[src/rtl/exec_sequencer.sv]
// exec_sequencer: three-state IDLE/DRIVE/DONE sequencer for one instruction.
// It accepts one decoded instruction and drives the ALU operands and control
// code from registers. It then captures the ALU result, works out the branch
// outcome and holds the completion until the consumer takes it.
module exec_sequencer #(
    parameter int WIDTH = 16,
    parameter int IMM_W = 6
) (
    input  logic               clk,
    input  logic               rst_n,
    input  logic               in_valid,
    output logic               in_ready,
    input  logic [3:0]         in_opcode,
    input  logic [2:0]         in_funct,
    input  logic [WIDTH-1:0]   in_rs_val,
    input  logic [WIDTH-1:0]   in_rt_val,
    input  logic [IMM_W-1:0]   in_imm,
    output logic [WIDTH-1:0]   alu_src1,
    output logic [WIDTH-1:0]   alu_src2,
    output logic [3:0]         alu_ctrl,
    input  logic [WIDTH-1:0]   alu_result,
    input  logic               alu_zero,
    output logic               out_valid,
    input  logic               out_ready,
    output logic [WIDTH-1:0]   out_result,
    output logic               out_wb,
    output logic               out_mem_rd,
    output logic               out_mem_wr,
    output logic               out_taken,
    output logic               out_illegal
);

    typedef enum logic [1:0] {
        IDLE  = 2'd0,
        DRIVE = 2'd1,
        DONE  = 2'd2
    } state_t;

    localparam logic [3:0] OP_RTYPE = 4'h0;
    localparam logic [3:0] OP_ADDI  = 4'h1;
    localparam logic [3:0] OP_BEQ   = 4'h2;
    localparam logic [3:0] OP_BNE   = 4'h3;
    localparam logic [3:0] OP_LW    = 4'h4;
    localparam logic [3:0] OP_SW    = 4'h5;

    localparam logic [3:0] CTRL_NONE = 4'b0000;
    localparam logic [3:0] CTRL_ADD  = 4'b0010;
    localparam logic [3:0] CTRL_SUB  = 4'b0110;
    localparam logic [3:0] CTRL_SLT  = 4'b0111;

    // Widen the immediate by copying its top bit into the upper bits.
    function automatic logic signed [WIDTH-1:0] sext_imm(input logic [IMM_W-1:0] imm);
        return {{(WIDTH-IMM_W){imm[IMM_W-1]}}, imm};
    endfunction

    state_t            state_q, state_d;
    logic [WIDTH-1:0]  src1_q, src1_d;
    logic [WIDTH-1:0]  src2_q, src2_d;
    logic [3:0]        ctrl_q, ctrl_d;
    logic [WIDTH-1:0]  result_q, result_d;
    logic              wb_q, wb_d;
    logic              mem_rd_q, mem_rd_d;
    logic              mem_wr_q, mem_wr_d;
    logic              taken_q, taken_d;
    logic              illegal_q, illegal_d;
    logic              beq_q, beq_d;
    logic              bne_q, bne_d;

    // Decoded view of the instruction currently offered on the in_* bus.
    logic [WIDTH-1:0]  dec_src1;
    logic [WIDTH-1:0]  dec_src2;
    logic [3:0]        dec_ctrl;
    logic              dec_wb;
    logic              dec_rd;
    logic              dec_wr;
    logic              dec_beq;
    logic              dec_bne;
    logic              dec_ill;

    // Decode the offered opcode/funct into operands, ALU code and side-effect flags.
    always_comb begin
        dec_src1 = '0;
        dec_src2 = '0;
        dec_ctrl = CTRL_NONE;
        dec_wb   = 1'b0;
        dec_rd   = 1'b0;
        dec_wr   = 1'b0;
        dec_beq  = 1'b0;
        dec_bne  = 1'b0;
        dec_ill  = 1'b0;
        unique case (in_opcode)
            OP_RTYPE: begin
                unique case (in_funct)
                    3'b000:  dec_ctrl = CTRL_ADD;
                    3'b001:  dec_ctrl = CTRL_SUB;
                    3'b010:  dec_ctrl = CTRL_SLT;
                    default: dec_ill  = 1'b1;
                endcase
                if (!dec_ill) begin
                    dec_src1 = in_rs_val;
                    dec_src2 = in_rt_val;
                    dec_wb   = 1'b1;
                end
            end
            OP_ADDI, OP_LW, OP_SW: begin
                dec_ctrl = CTRL_ADD;
                dec_src1 = in_rs_val;
                dec_src2 = sext_imm(in_imm);
                dec_wb   = (in_opcode == OP_ADDI);
                dec_rd   = (in_opcode == OP_LW);
                dec_wr   = (in_opcode == OP_SW);
            end
            OP_BEQ, OP_BNE: begin
                dec_ctrl = CTRL_SUB;
                dec_src1 = in_rs_val;
                dec_src2 = in_rt_val;
                dec_beq  = (in_opcode == OP_BEQ);
                dec_bne  = (in_opcode == OP_BNE);
            end
            default: dec_ill = 1'b1;
        endcase
    end

    // Next-state logic: load on accept, capture the ALU result leaving DRIVE, release on handshake.
    always_comb begin
        state_d   = state_q;
        src1_d    = src1_q;
        src2_d    = src2_q;
        ctrl_d    = ctrl_q;
        result_d  = result_q;
        wb_d      = wb_q;
        mem_rd_d  = mem_rd_q;
        mem_wr_d  = mem_wr_q;
        taken_d   = taken_q;
        illegal_d = illegal_q;
        beq_d     = beq_q;
        bne_d     = bne_q;
        unique case (state_q)
            IDLE: begin
                if (in_valid) begin
                    state_d   = DRIVE;
                    src1_d    = dec_src1;
                    src2_d    = dec_src2;
                    ctrl_d    = dec_ctrl;
                    wb_d      = dec_wb;
                    mem_rd_d  = dec_rd;
                    mem_wr_d  = dec_wr;
                    illegal_d = dec_ill;
                    beq_d     = dec_beq;
                    bne_d     = dec_bne;
                    taken_d   = 1'b0;
                end
            end
            DRIVE: begin
                state_d = DONE;
                // An illegal instruction never reports a result or branch,
                // whatever the ALU happens to show.
                if (illegal_q) begin
                    result_d = '0;
                    taken_d  = 1'b0;
                end else begin
                    result_d = alu_result;
                    taken_d  = (beq_q & alu_zero) | (bne_q & ~alu_zero);
                end
            end
            DONE: begin
                if (out_ready) begin
                    state_d = IDLE;
                end
            end
            default: state_d = IDLE;
        endcase
    end

    // State and datapath registers; reset drops any in-flight instruction.
    always_ff @(posedge clk) begin
        if (!rst_n) begin
            state_q   <= IDLE;
            src1_q    <= '0;
            src2_q    <= '0;
            ctrl_q    <= CTRL_NONE;
            result_q  <= '0;
            wb_q      <= 1'b0;
            mem_rd_q  <= 1'b0;
            mem_wr_q  <= 1'b0;
            taken_q   <= 1'b0;
            illegal_q <= 1'b0;
            beq_q     <= 1'b0;
            bne_q     <= 1'b0;
        end else begin
            state_q   <= state_d;
            src1_q    <= src1_d;
            src2_q    <= src2_d;
            ctrl_q    <= ctrl_d;
            result_q  <= result_d;
            wb_q      <= wb_d;
            mem_rd_q  <= mem_rd_d;
            mem_wr_q  <= mem_wr_d;
            taken_q   <= taken_d;
            illegal_q <= illegal_d;
            beq_q     <= beq_d;
            bne_q     <= bne_d;
        end
    end

    assign in_ready    = (state_q == IDLE);
    assign out_valid   = (state_q == DONE);
    assign alu_src1    = src1_q;
    assign alu_src2    = src2_q;
    assign alu_ctrl    = ctrl_q;
    assign out_result  = result_q;
    assign out_wb      = wb_q;
    assign out_mem_rd  = mem_rd_q;
    assign out_mem_wr  = mem_wr_q;
    assign out_taken   = taken_q;
    assign out_illegal = illegal_q;

endmodule

[config.mk]
export PLATFORM = sky130hd
export DESIGN_NAME = exec_sequencer
export DESIGN_NICKNAME = d
export VERILOG_FILES = /design/src/rtl/exec_sequencer.sv
export SDC_FILE = /design/constraint.sdc
export NUM_CORES = 1
export LEC_CHECK = 0
export CELL_PAD_IN_SITES_DETAIL_PLACEMENT = 1
export CELL_PAD_IN_SITES_GLOBAL_PLACEMENT = 1
export CORE_MARGIN = 1.5
export CORE_UTILIZATION = 29
export DETAILED_ROUTE_END_ITERATION = 8
export PLACE_DENSITY = 0.88
export SKIP_CTS_REPAIR_TIMING = 1
export SYNTH_ARGS = -nofsm -noshare
export SYNTH_HDL_FRONTEND = slang
export SYNTH_SLANG_ARGS = --single-unit
[constraint.sdc]
create_clock -name clk -period 2 [get_ports clk]
set_input_delay 0.4 -clock clk [delete_from_list [all_inputs] [get_ports clk]]
set_output_delay 0.4 -clock clk [all_outputs]
set_load 0.03 [all_outputs]
# After elaboration in Yosys (flattened, before gate mapping)
# Cells that the tools add are included.
word_totals:
  reg_bits: 61
  input_bits: 66
  wordCells: 60
op_classes:
  n_eq_ne: 11
  mux: 22
  n_bitwise: 4
  n_reduce_logical: 11
op_table:
  columns: ["cell", "n"]
  rows:
  - ["$mux W16", 3]
  - ["$pmux W16 S3", 1]
  - ["$pmux W16 S2", 1]
  - ["$pmux W3 S3", 2]
  - ["$mux W1", 9]
  - ["$eq A4 B2 Y1 const B", 2]
  - ["$eq A4 B3 Y1 const B", 2]
  - ["$pmux W1 S2", 3]
  - ["$pmux W2 S3", 1]
  - ["$reduce_and A2 Y1", 3]
  - ["$reduce_or A3 Y1", 2]
  - ["$reduce_or A5 Y1", 1]
  - ["$eq A4 B1 Y1 const B", 1]
  - ["$logic_not A4 Y1", 1]
  - ["$mux W2", 2]
  - ["$eq A3 B1 Y1 const B", 1]
  - ["$eq A3 B2 Y1 const B", 1]
  - ["$logic_not A3 Y1", 1]
  - ["$and A1 B1 Y1", 2]
  - ["$eq A2 B1 Y1 const B", 1]
  - ["$eq A2 B2 Y1 const B", 1]
  - ["$logic_not A2 Y1", 1]
  - ["$ne A2 B1 Y1 const B", 1]
  - ["$ne A2 B2 Y1 const B", 1]
  - ["other kinds (4)", 4]

# Longest topological paths before layout
logic_depth:
  depth_word: 6
  ltp_mapped: 5
  ltp_nobuf: 3

# Worst setup path after synthesis
# Ideal clock, no wire load.
synth_path:
  path_kind: "input to register"
  from: "in in_opcode[0]"
  to: "reg src1_q[10] (netlist: alu_src1[10])"
  t_arrival_ps: 1523
  required_ps: 1883
  slack_ps: 359
  cell_stages: 5
  n_path_buf: 2
  path_cell_list: "or2_1 > buf_6 > a221o_2 > buf_6 > a32o_1"
synth_between:
  elab_chain_cells: 3
synth_lines:
  columns: ["item", "line", "source"]
  rows:
  - ["from (decl)", "13", "input logic [3:0] in_opcode,"]
  - ["$eq A4 B1 Y1 (tied with other cells)", "91", "unique case (in_opcode)"]
  - ["$reduce_or A5 Y1 (no source line)", null, null]
  - ["$pmux W16 S2 *", "91", null]
  - ["to (signal assigned)", "192", "src1_q <= src1_d;"]
  - ["to (decl)", "57", "logic [WIDTH-1:0] src1_q, src1_d;"]
# Every way passes the cells marked *; elsewhere a longest branch is shown, timed or not.
# A chain may end at the register's enable or synchronous reset.

# Worst setup path in the final report
layout_path:
  from: "reg state_q[1]"
  to: "out in_ready"
layout_between:
  elab_chain_cells: 1
layout_lines:
  columns: ["item", "line", "source"]
  rows:
  - ["from (decl)", "56", "state_t state_q, state_d;"]
  - ["from (signal assigned)", "191", "state_q <= state_d;"]
  - ["$logic_not A2 Y1", "206", "assign in_ready = (state_q == IDLE);"]
  - ["to (decl)", "12", "output logic in_ready,"]
# Every way passes these cells.

==> impl_metrics.json <==
{
  "crit_start": "state_q[1]",
  "maxCapViolCount": 0,
  "yosysWarnings": 0,
  "r2r_setup_slack_ps": 390,
  "fin_crit_sh": 0.950,
  "die_h_um": 97.5,
  "dr.first_iter.drc_count": 112,
  "placed_cells": 502,
  "drt_wl_total_um": 9070,
  "min_period_ps": 1900,
  "root_buffer": "clkbuf_8",
  "grt_pass1_wl_um": 14500,
  "rsz0062_at_grt": "no",
  "rows": 34,
  "setup_violations": 0,
  "cts_tree": "built",
  "p_leak_nw": 1.40,
  "drv_slew": 0,
  "fillers": 1013,
  "yosys.area_share.simple": 0.171,
  "antenna_cells": 0,
  "finalSetupTns_ps": 0,
  "synth_seq_cells": 60,
  "antenna_found_initial": 0,
  "grt.overflow.total": 0,
  "worstPathArrival_ps": 1500,
  "worstHoldPathCells": 2,
  "r2r_end": "alu_src2[7]",
  "synth_xor_area_frac": 0.00338,
  "cp_max_fo": 6,
  "synth_compound_area_frac": 0.278,
  "io_pins": 125,
  "worstSetupPathDepth": 2,
  "cts_buffer_depth": 2,
  "grt_pass1_vias": 2879,
  "required_ps": 1600,
  "start_util": 0.298,
  "die-width_um": 97.5,
  "ys_seq_area_frac": 0.464,
  "clkTransAtPathRegs_ps": 70,
  "cts_htree_levels": 3,
  "drc": 0,
  "finalClockSkew_ps": 9.96,
  "cts.sinks": 60,
  "yosys.area_share.adder": 0,
  "status": "finished clean",
  "hold_ws_ps": 455,
  "crit_chain": "nor2_1 > clkdlybuf4s50_1",
  "postPlaceCellArea_mm2": 0.00402,
  "fin_area_mm2": 0.00421,
  "power_density_mw_per_mm2": 689,
  "wire_per_inst_um": 17.5,
  "final_common_cell": "clkdlybuf4s50_1",
  "hp-class": "reg2reg",
  "crit_type": "reg2out",
  "final_cell_mix": "122 x clkdlybuf4s50_1, 60 x dfxtp_1, 41 x nand2_1",
  "min_to": "bne_q",
  "crit_family": "buffers and inverters",
  "num-nets-final": 471,
  "cp_slowest_stage_delay_ps": 690,
  "hold_violations": 0,
  "max_freq_mhz": 526,
  "slew_headroom": 0.314,
  "vias_per_cell": 5.47,
  "synth.distinct_cells": 35,
  "cts_buffers": 9,
  "port_buffers": 123,
  "vias": 2827,
  "synth_mux_area_frac": 0.0271,
  "grt_usage": 0.187,
  "fin_cells": 517,
  "critPathSlowestCell": "clkdlybuf4s50_1",
  "grt_max_degree": 42,
  "ant_nets": 0,
  "syn_area_mm2": 0.00259,
  "crit_path_start_kind": "flop",
  "drive_gt1_frac": 0.108,
  "crit_buf_inv": 1,
  "netlist_instances": 277,
  "synth_top_family_by_area": "compound AO/OA/AOI/OAI gates",
  "min-delay-start": "bne_q",
  "dp.final_hpwl_um": 6540,
  "cp-end-kind": "primary output",
  "die_area_mm2": 0.00951,
  "area_growth_pct": 62.6,
  "syn_nets": 343,
  "p_total_mw": 2.90,
  "syn_area_per_cell_um2": 9.35,
  "worst_pin_slew_ps": 1030,
  "peakVddDrop_v": 0.000277,
  "reg2reg_from": "state_q[1]",
  "firstDrtPassIters": 4,
  "rr_worst_depth": 4,
  "clk_latency_ps": 330,
  "core_region_area_mm2": 0.00868,
  "gp_congestion": 0.818
}
[sequential cells by signal, summed over array words and instances (netlist names), 2 cells and up]
name / cells
alu_ctrl: 3
alu_src1: 16
alu_src2: 16
out_result: 16
state_q: 2
[area by class of cell]
cell class	instances	area, um^2	share of cell area
inverters	1	3.75	0.000892
multi-input cells	187	1260	0.300
well taps	108	135	0.0321
clock inverters	5	52.6	0.0125
repair buffers	146	1420	0.337
flip-flops and latches	60	1200	0.285
clock buffers	10	138	0.0327
[power breakdown]
part | total, mW | internal, mW | switching [mW]
Clock | 1.06 | 0.596 | 0.460
Sequential | 1.26 | 1.24 | 0.0252
Combinational | 0.587 | 0.282 | 0.305
Total | 2.90 | 2.11 | 0.790
[cell usage after synthesis]
library cell  number  share of area
clkinv_1           1         0.0014
buf_2              4         0.0077
or3b_2             1         0.0034
nor3b_1            2         0.0058
a31oi_1            1         0.0024
a32o_1            16          0.062
mux2i_1            7          0.027
o2bb2ai_1          1         0.0034
nand3_1            8          0.015
buf_1              4         0.0058
conb_1             1         0.0014
dfxtp_1           60           0.46
nand3b_1          17          0.049
xor2_1             1         0.0034
a221o_2            1         0.0043
o21ai_0            2         0.0039
nor2_4             1         0.0043
nand4b_1           1         0.0034
or3_1              1         0.0024
nor2_1             4         0.0058
a32oi_1           26          0.088
buf_4              3         0.0087
clkbuf_1          16          0.023
nand2_1           41          0.059
nand4_1            2         0.0048
nor2b_1            2         0.0048
nand2b_1           2         0.0048
buf_6              2         0.0087
o211ai_1           1         0.0029
or2_1              1         0.0024
a221oi_1          11          0.037
nor3_1             1         0.0019
a311oi_1           6          0.020
nor4_1             1         0.0024
a21oi_1           28          0.054
[worst register-to-register path, stage by stage, from the launching register on]
cell,delay [ps]
dfxtp_1,360
nor3b_2,220
buf_4,290
nand2_1,290
a221oi_1,350
[routing by layer]
metal,global-route usage,vias to the layer above,share of wire
met5,0,-,0
met4,0.0681,0,0.015
met3,0.0403,16,0.052
met2,0.331,104,0.52
met1,0.222,1380,0.42
li1,-,1327,-
[through the flow]
stage / util / setup slack [ps]
floorplan: - / 359
CTS: 0.485 / -99.9
global route: 0.485 / 7.47
global placement: 0.463 / -58.1
detailed placement: 0.463 / -111
finish: 0.485 / 101
[worst max path at each step]
stage,endpoint
2_1_floorplan,alu_src1[10]
6_report,in_ready
3_3_place_gp,alu_src1[4]
4_1_cts,out_valid
5_1_grt,alu_src1[15]
3_5_place_dp,alu_src1[8]
[cells by family (layout without fill, tap and decap cells)]
group	after synthesis	in the layout
mux	7	7
compound gates	93	93
simple gates	85	85
xor+xnor	1	1
flops	60	60
buf+inv	30	162
other cells	1	1
(Power assumes the default switching activity.)
==> RTL edit, RTL diff (config.mk and constraints unchanged) <==
Take the reset off `result_q` and load it in a clocked block of its own.
--- a/src/rtl/exec_sequencer.sv
+++ b/src/rtl/exec_sequencer.sv
@@ -181,3 +181,2 @@
             ctrl_q    <= CTRL_NONE;
-            result_q  <= '0;
             wb_q      <= 1'b0;
@@ -194,3 +193,2 @@
             ctrl_q    <= ctrl_d;
-            result_q  <= result_d;
             wb_q      <= wb_d;
@@ -203,2 +201,6 @@
         end
+    end
+
+    always_ff @(posedge clk) begin
+        result_q <= result_d;
     end
Function: differs if rst_n is asserted again (counterexample within 4 cycles, from zero or initial values and one cycle with rst_n low); with rst_n held inactive, the same outputs for 10 cycles.
==> RTL edit against the original RTL <==
  * Final area grew 1.6%
  * Sequential cell count unchanged
  * Synthesized area is 0.97% lower
  * Utilization grew 1.0 points
  * Power rose by 5.2%
  * Global-route usage up 0.45 points
  * Routed wire length fell by 2.0%
  * Setup slack lost 0.0087 ns
  * Critical path type unchanged
  * Critical endpoint unchanged
==> RTL edit: results (changes against the original RTL) <==
- Status: finished clean
- Crit-path slowest cell: clkdlybuf4s50_1
- 1st-iter DRT viols: 77 (-31%)
- VDD IR-drop max: 0.3081 mV (+11%)
- Worst-path clk slew: 0.08 ns
- Drt wl/cell: 18.21 um (+3.8%)
- Dominant cells by area after synthesis: dfxtp_1 34%, edfxtp_1 19%, a32oi_1 8.9%
- Crit Path Max Fanout: 5 (-1)
- Nets: 441 (-6.4%)
- Slew headroom: 0.2831 (-0.03080)
- Metal2 WL: 4.589 mm (-2.0%)
- Layout cell share with drive strength beyond 1: 0.1237 (+0.01610)
- Post-synth EDFFs: 16 (+16)
- Via count: 2626 (-7.1%)
- Ys async rst share: 0 (unchanged)
- Largest net degree at the start of global routing: 26 (-38%)
- Final Power: 3.054 mW (+5.2%)
- Met3 Usage GRT: 0.04986 (+0.009568)
- First-pass GRT wire length: 14.37 mm (-0.95%)
- Synth unique cells: 37 (+5.7%)
- Wl on met1: 3.641 mm (-3.6%)
- Sequential Power: 1.32 mW (+5%)
- Port Buf Inserts: 123 (unchanged)
- Leak pwr: 1.452 nW (+4.0%)
- Logic power comb: 0.593 mW (+1%)
- R2R cell count: 3 (-1)
- Initial antenna violation count: 0 (unchanged)
- Htree depth: 3 (unchanged)
- NetSw: 0.8483 mW (+7.4%)
- Fill count: 978 (-3.5%)
- Num CTS Buffers: 9 (unchanged)
- Place WS: -0.1861 ns (-0.07509 ns)
- Max incr delay on CP: 0.69 ns (about the same)
- Most frequent cells after synthesis: 44 x dfxtp_1, 26 x a32oi_1, 25 x nand2_1
- Hpwl dp: 6.442 mm (-1.6%)
- Routing usage on met1: 0.2211 (-0.001264)
- Overall Global Routing Usage: 0.1918 (+0.004496)
- Max Clock Skew: 0.01135 ns (+0.001384 ns)
- GP Congestion: 0.7439 (-9.1%)
- Met3 WL post-DR: 537 um (+13%)
- Sequential area share after synthesis: 0.5307 (+0.06696)
- GR Layer Usage met2: 0.3475 (+0.01684)
- Vias in the first global route: 2799 (-2.8%)
- Syn nets: 305 (-11%)
[RTL edit: changes by cell type in the layout (fill, tap and decap cells not counted), sizes merged]
cell	unedited run	this run
nand2	41	25
inv	0	3
edfxtp	0	16
buf	23	25
a21oi	28	12
nand3b	17	1
clkinvlp	1	0
nor2b	2	17
dfxtp	60	44
[RTL edit: final cells by class]
type                    instances  share of cell area
repair buffers                148              0.3440
multi-input cells             154              0.2559
well taps                     108             0.03159
inverters                       2            0.001755
flip-flops and latches         60              0.3182
clock inverters                 6             0.01638
clock buffers                  10             0.03217
[RTL edit: worst paths after layout]
check | from | to | slack, ns
setup / recovery | state_q[1]$_SDFFE_PN0P_ | in_ready | 0.09
hold / removal | beq_q$_SDFFE_PN0P_ | beq_q$_SDFFE_PN0P_ | 0.46
setup reg to reg | state_q[0]$_SDFFE_PN0P_ | alu_src1[2]$_SDFFE_PN0P_ | 0.39
hold reg to reg | beq_q$_SDFFE_PN0P_ | beq_q$_SDFFE_PN0P_ | 0.46
[RTL edit: cells by family after synthesis]
| group | after synthesis | share of synthesized area |
|---|---|---|
| compound gates | 77 | 0.2498 |
| simple gates | 68 | 0.1385 |
| flops | 60 | 0.5307 |
| buf+inv | 25 | 0.04878 |
| mux | 7 | 0.02732 |
| xor+xnor | 1 | 0.003415 |
| other cells | 1 | 0.001462 |
[RTL edit: critical path: cells and delay by family, from the launching register on]
kind                   cells  cell delay, ns
flip-flops                 1            0.36
AND/OR/NAND/NOR            1            0.12
buffers and inverters      1            0.69
[RTL edit: metrics by stage]
stage / instances / setup TNS [ns] / instance area (sq um)
6_report: 488 / 0 / 4278
5_1_grt: 488 / 0 / 4278
3_5_place_dp: 472 / -4.227 / 4068
3_3_place_gp: 472 / -1.781 / 4068
4_1_cts: 488 / -0.06534 / 4275
2_1_floorplan: 239 / 0 / 2565
